File: config.mk
export PLATFORM = sky130hd
export DESIGN_NAME = ptw_arbiter
export DESIGN_NICKNAME = d
export VERILOG_FILES = /design/src/rtl/ptw_arbiter_pkg.sv /design/src/rtl/ptw_arbiter_rr_arbiter2.sv /design/src/rtl/ptw_arbiter.sv
export SDC_FILE = /design/constraint.sdc
export NUM_CORES = 1
export LEC_CHECK = 0
export BUFFER_PORTS_ARGS = -buffer_cell sky130_fd_sc_hd__buf_2
export CORE_ASPECT_RATIO = 0.75
export CORE_UTILIZATION = 43
export CTS_CLUSTER_SIZE = 25
export DETAILED_ROUTE_END_ITERATION = 8
export GPL_TIMING_DRIVEN = 0
export PLACE_DENSITY_LB_ADDON = 0.25
export SLEW_MARGIN = 20
export SYNTH_ARGS = -nofsm -noshare
export SYNTH_HDL_FRONTEND = slang
export SYNTH_SLANG_ARGS = --single-unit
File: constraint.sdc
create_clock -name clk -period 3.9 [get_ports clk]
set_input_delay 0.195 -clock clk [delete_from_list [all_inputs] [get_ports clk]]
set_output_delay 0.195 -clock clk [all_outputs]
set_load 0.01 [all_outputs]
File: src/rtl/ptw_arbiter_pkg.sv
// ptw_arbiter_pkg
// Shared types and defaults for the page-table-walk port arbiter.
//   ptw_arb_state_t : arbiter FSM states (IDLE / BUSY / DRAIN)
//   ptw_owner_t     : which MMU currently owns the memory port
//   PTW_TIMEOUT_DEFAULT, PTW_CNT_W_DEFAULT : default timeout settings
package ptw_arbiter_pkg;

    typedef enum logic [1:0] {
        IDLE  = 2'd0,   // no transaction
        BUSY  = 2'd1,   // read outstanding, response goes to owner
        DRAIN = 2'd2    // read outstanding, response will be discarded
    } ptw_arb_state_t;

    // Encoding matches the rr_arbiter2 grant bit index (0 = I, 1 = D).
    typedef enum logic {
        OWN_I = 1'b0,
        OWN_D = 1'b1
    } ptw_owner_t;

    localparam int PTW_TIMEOUT_DEFAULT = 256;
    localparam int PTW_CNT_W_DEFAULT   = 9;

endpackage

File: src/rtl/ptw_arbiter_rr_arbiter2.sv
// rr_arbiter2
// Combinational two-input round-robin picker, reusable for any 2:1 arbiter.
//   req[1:0]   in  : request lines, bit index = requester id
//   last       in  : id of the previous winner (loses a tie)
//   grant[1:0] out : one-hot grant, all zero when nothing requests
module rr_arbiter2 (
    input  logic [1:0] req,
    input  logic       last,
    output logic [1:0] grant
);

    always_comb begin
        grant = 2'b00;
        case (req)
            2'b01:   grant = 2'b01;
            2'b10:   grant = 2'b10;
            // Tie: the requester that did not win last time goes first.
            2'b11:   grant = last ? 2'b01 : 2'b10;
            default: grant = 2'b00;
        endcase
    end

endmodule

File: src/rtl/ptw_arbiter.sv
// ptw_arbiter
// Shares one page-table-walk memory read port between the instruction MMU
// (i_*) and the data MMU (d_*). Round-robin grant, address latched for the
// whole transaction, response routed to the owner, responses discarded on
// flush, and an error response if the memory does not ack in time.
//   clk, rst                 : clock, synchronous active-high reset
//   i_ptw_req/addr           : instruction MMU request (held until ack)
//   i_ptw_data/ack/err       : response to instruction MMU
//   d_ptw_req/addr           : data MMU request (held until ack)
//   d_ptw_data/ack/err       : response to data MMU
//   flush                    : discard any outstanding walk response
//   mem_req/addr             : memory read request (registered)
//   mem_rdata/ack            : memory response
//   busy                     : arbiter not IDLE
module ptw_arbiter
    import ptw_arbiter_pkg::*;
#(
    parameter int TIMEOUT_CYCLES = PTW_TIMEOUT_DEFAULT,
    parameter int CNT_W          = PTW_CNT_W_DEFAULT
) (
    input  logic        clk,
    input  logic        rst,
    input  logic        i_ptw_req,
    input  logic [31:0] i_ptw_addr,
    output logic [31:0] i_ptw_data,
    output logic        i_ptw_ack,
    output logic        i_ptw_err,
    input  logic        d_ptw_req,
    input  logic [31:0] d_ptw_addr,
    output logic [31:0] d_ptw_data,
    output logic        d_ptw_ack,
    output logic        d_ptw_err,
    input  logic        flush,
    output logic        mem_req,
    output logic [31:0] mem_addr,
    input  logic [31:0] mem_rdata,
    input  logic        mem_ack,
    output logic        busy
);

    localparam bit               TIMEOUT_EN   = (TIMEOUT_CYCLES != 0);
    localparam logic [CNT_W-1:0] TIMEOUT_LAST =
        TIMEOUT_EN ? CNT_W'(TIMEOUT_CYCLES - 1) : '0;

    ptw_arb_state_t    state_reg, state_next;
    ptw_owner_t        owner_reg, owner_next;
    ptw_owner_t        last_grant_reg, last_grant_next;
    logic [CNT_W-1:0]  cnt_reg, cnt_next;
    logic [31:0]       mem_addr_reg, mem_addr_next;

    logic [1:0]        grant;
    logic              timeout_hit;
    logic              resp_ack;
    logic              resp_err;
    logic [31:0]       resp_data;

    rr_arbiter2 u_rr (
        .req   ({d_ptw_req, i_ptw_req}),
        .last  (last_grant_reg == OWN_D),
        .grant (grant)
    );

    // Counter holds (number of BUSY cycles so far - 1), so this fires on
    // the TIMEOUT_CYCLES-th BUSY cycle.
    assign timeout_hit = TIMEOUT_EN && (cnt_reg == TIMEOUT_LAST);

    // State register
    always_ff @(posedge clk) begin
        if (rst) begin
            state_reg      <= IDLE;
            owner_reg      <= OWN_I;
            last_grant_reg <= OWN_D;
            cnt_reg        <= '0;
            mem_addr_reg   <= '0;
        end else begin
            state_reg      <= state_next;
            owner_reg      <= owner_next;
            last_grant_reg <= last_grant_next;
            cnt_reg        <= cnt_next;
            mem_addr_reg   <= mem_addr_next;
        end
    end

    // Next-state logic
    always_comb begin
        state_next      = state_reg;
        owner_next      = owner_reg;
        last_grant_next = last_grant_reg;
        cnt_next        = cnt_reg;
        mem_addr_next   = mem_addr_reg;
        case (state_reg)
            IDLE: begin
                if (!flush && (grant != 2'b00)) begin
                    state_next      = BUSY;
                    owner_next      = grant[1] ? OWN_D : OWN_I;
                    last_grant_next = grant[1] ? OWN_D : OWN_I;
                    cnt_next        = '0;
                    mem_addr_next   = grant[1] ? d_ptw_addr : i_ptw_addr;
                end
            end
            BUSY: begin
                cnt_next = cnt_reg + 1'b1;
                if (mem_ack) begin
                    state_next = IDLE;
                end else if (flush || timeout_hit) begin
                    // The bus read cannot be cancelled; wait it out.
                    state_next = DRAIN;
                end
            end
            DRAIN: begin
                if (mem_ack) begin
                    state_next = IDLE;
                end
            end
            default: state_next = IDLE;
        endcase
    end

    // Output logic: response is combinational from mem_ack so the MMU sees
    // the data in the same cycle the memory delivers it.
    always_comb begin
        resp_ack  = 1'b0;
        resp_err  = 1'b0;
        resp_data = '0;
        if (!rst && (state_reg == BUSY) && !flush) begin
            if (mem_ack) begin
                resp_ack  = 1'b1;
                resp_data = mem_rdata;
            end else if (timeout_hit) begin
                resp_ack  = 1'b1;
                resp_err  = 1'b1;
            end
        end
    end

    assign i_ptw_ack  = resp_ack && (owner_reg == OWN_I);
    assign i_ptw_err  = resp_err && (owner_reg == OWN_I);
    assign i_ptw_data = (owner_reg == OWN_I) ? resp_data : '0;
    assign d_ptw_ack  = resp_ack && (owner_reg == OWN_D);
    assign d_ptw_err  = resp_err && (owner_reg == OWN_D);
    assign d_ptw_data = (owner_reg == OWN_D) ? resp_data : '0;

    assign mem_req  = (state_reg != IDLE);
    assign busy     = (state_reg != IDLE);
    assign mem_addr = mem_addr_reg;

endmodule

==> impl_metrics.env <==
export IMPL_routed_wl_mm=8.550
export IMPL_io_pins=204
export IMPL_wl_met1_mm=3.743
export IMPL_nets=659
export IMPL_root_buffer="clkbuf_8"
export IMPL_final_core_util_pct=65.36
export IMPL_syn_cell_area_um2=2624
export IMPL_grt_pass1_vias=2908
export IMPL_syn_num_nets=449
export IMPL_ir_drop_mv=0.2104
export IMPL_mostFrequentLayoutCells="buf_2 (224), nand2_1 (72), and2_1 (64)"
export IMPL_die_height_um=69.65
export IMPL_ctsResizeCount=0
export IMPL_power_mw=1.070
export IMPL_viasPerCell=5.182
export IMPL_critPathKind="reg -> out"
export IMPL_synthDistinctLibCells=41
export IMPL_netlist_instances=345
export IMPL_grt_max_degree=14
export IMPL_p_leak_nw=2.003
export IMPL_fin_crit_sh_pct=56.83
export IMPL_vias=3280
export IMPL_grt_ovfl_total=0
export IMPL_cts_sinks=45
export IMPL_htreeDepth=2
export IMPL_yosysWarningCount=0
export IMPL_finalCriticalPeriod_ps=2216
export IMPL_p_per_area_nw_per_um2=279.6
export IMPL_final_common_cell="buf_2"
export IMPL_setup_viol=0
export IMPL_hold_class="in -> reg"
export IMPL_layout_drive_gt1_share_pct=43.24
export IMPL_dieArea_um2=6422
export IMPL_synth_ff_type="dfxtp_1"
export IMPL_wl_per_cell_um=13.51
export IMPL_clkLatencyLatePin_ps=310
export IMPL_cp_end_kind="output pin"
export IMPL_cts_tree="built"
export IMPL_drc=0
export IMPL_wl_met3_um=656
export IMPL_post_cts_buffers=0
export IMPL_numCtsBuffers=5
export IMPL_drt_iter0_markers=189
export IMPL_fmax_ghz=0.4512
export IMPL_rows=24
export IMPL_largest_reg_flops=32
export IMPL_diodes=0
export IMPL_routed_top_layer="met4"
export IMPL_hold_viol=0
export IMPL_outcome="complete, no violations"
export IMPL_maxSlewViolCount=0
export IMPL_grt_first_pass_wirelength_mm=13.88
export IMPL_syn_to_final_growth_pct=45.88
export IMPL_tns_ps=0
export IMPL_core_area_um2=5856
export IMPL_wl_met2_mm=4.055
export IMPL_required_ps=3700
export IMPL_gr_usage_all_layers_pct=26.56
export IMPL_rsz0062_at_grt="false"
export IMPL_clk_pin_slew_worst_paths_ps=90
export IMPL_die_width_um=92.20
export IMPL_antenna_found_initial=0
export IMPL_fillerInstances=548
export IMPL_startpoint_type="flop"
export IMPL_skew_ps=10.24
export IMPL_synth_edf_count=0
export IMPL_hold_buffers=0
export IMPL_gp_congestion=0.8317
export IMPL_dpl_hpwl_mm=6.578
export IMPL_tightest_slew_ps=472.1
export IMPL_cp_arrival_ps=2020
export IMPL_post_synth_cell_area_avg_um2=7.605
export IMPL_portBuffers=203
export IMPL_maxCapViolCount=0
export IMPL_timing_slew_headroom_pct=68.53
export IMPL_crit_fanout=4
export IMPL_yosysSeqAreaShare_pct=34.33
export IMPL_synthArstFlopShare_pct=0
export IMPL_firstDrtPassIters=5
export IMPL_ctsLongestPathBuffers=2
export IMPL_postRouteAntennaNets=0
export IMPL_ys_seq_elements=45
export IMPL_start_util_pct=44.81
## cell usage after synthesis (3+ instances only)
master    number  area, um^2
buf_2         21       105.1
nand2b_1       6       37.54
a311oi_1      34       297.8
and2_1        64       400.4
a21oi_1       40       200.2
clkbuf_1       8       30.03
dfxtp_1       45       900.9
nor2_1         7       26.28
nor3_1         3       15.01
nand3_1        3       15.01
o21ai_0        5       25.02
nand2_1       72       270.3
## layer usage
metal | GRT usage (%) | vias up
li1 | - | 1629
met1 | 36.06 | 1501
met2 | 42.29 | 137
met3 | 7.346 | 13
met4 | 5.208 | 0
met5 | 0 | -
## worst paths after layout
check | from | endpoint | slack [ps] | cells past startpoint
worst max-delay path | cnt_reg[0]$_SDFFE_PP0P_ | i_ptw_ack | 1680 | 7
worst min-delay path | i_ptw_addr[9] | mem_addr[9]$_SDFFE_PP0P_ | 140 | 3
worst max register to register | cnt_reg[0]$_SDFFE_PP0P_ | state_reg[0]$_SDFFE_PP0P_ | 2160 | 6
worst min register to register | cnt_reg[8]$_SDFFE_PP0P_ | cnt_reg[8]$_SDFFE_PP0P_ | 490 | 2
## cell type report
cell class              instances  area [um^2]  share of cell area [%]
clock inverters                 1        7.507                  0.1961
repair buffers                203         1016                   26.54
flip-flops and latches         45        900.9                   23.54
multi-input cells             267         1569                   40.99
inverters                       3        11.26                  0.2942
clock buffers                   6        82.58                   2.158
well taps                      78        97.59                   2.550
plain buffers                  30        142.6                   3.727
## per-stage QoR
stage               cell area, um^2  cells  hold WS [ps]  worst slack [ps]
finish                         3827    633         141.0              1684
global route                   3827    633         132.8              1522
CTS                            3827    633         138.5              1700
detailed placement             3737    626         451.2              2075
global placement               3737    626         453.9              2086
floorplan                      2624    345         273.5              2232
## report_power, final
| part | switching [mW] | internal [mW] |
|---|---|---|
| clock | 0.161 | 0.140 |
| combinational | 0.142 | 0.114 |
| sequential | 0.0197 | 0.493 |
## worst max-delay path, cell delays in order (launching register included)
cell and delay (ps):
dfxtp_1 380, ha_1 240, nand3_1 160, nor3_1 250
ha_1 230, o21ai_0 120, nor4_1 170, buf_2 180
## cells by family (layout without fill, tap and decap cells)
group,Yosys count,count (layout),share of synthesized area (%)
simple gates,172,172,34.24
compound gates,92,92,24.18
fa+ha+maj,2,2,0.9536
flops,45,45,34.33
buf+inv,33,243,5.866
mux,1,1,0.4292
(Power assumes the default switching activity.)
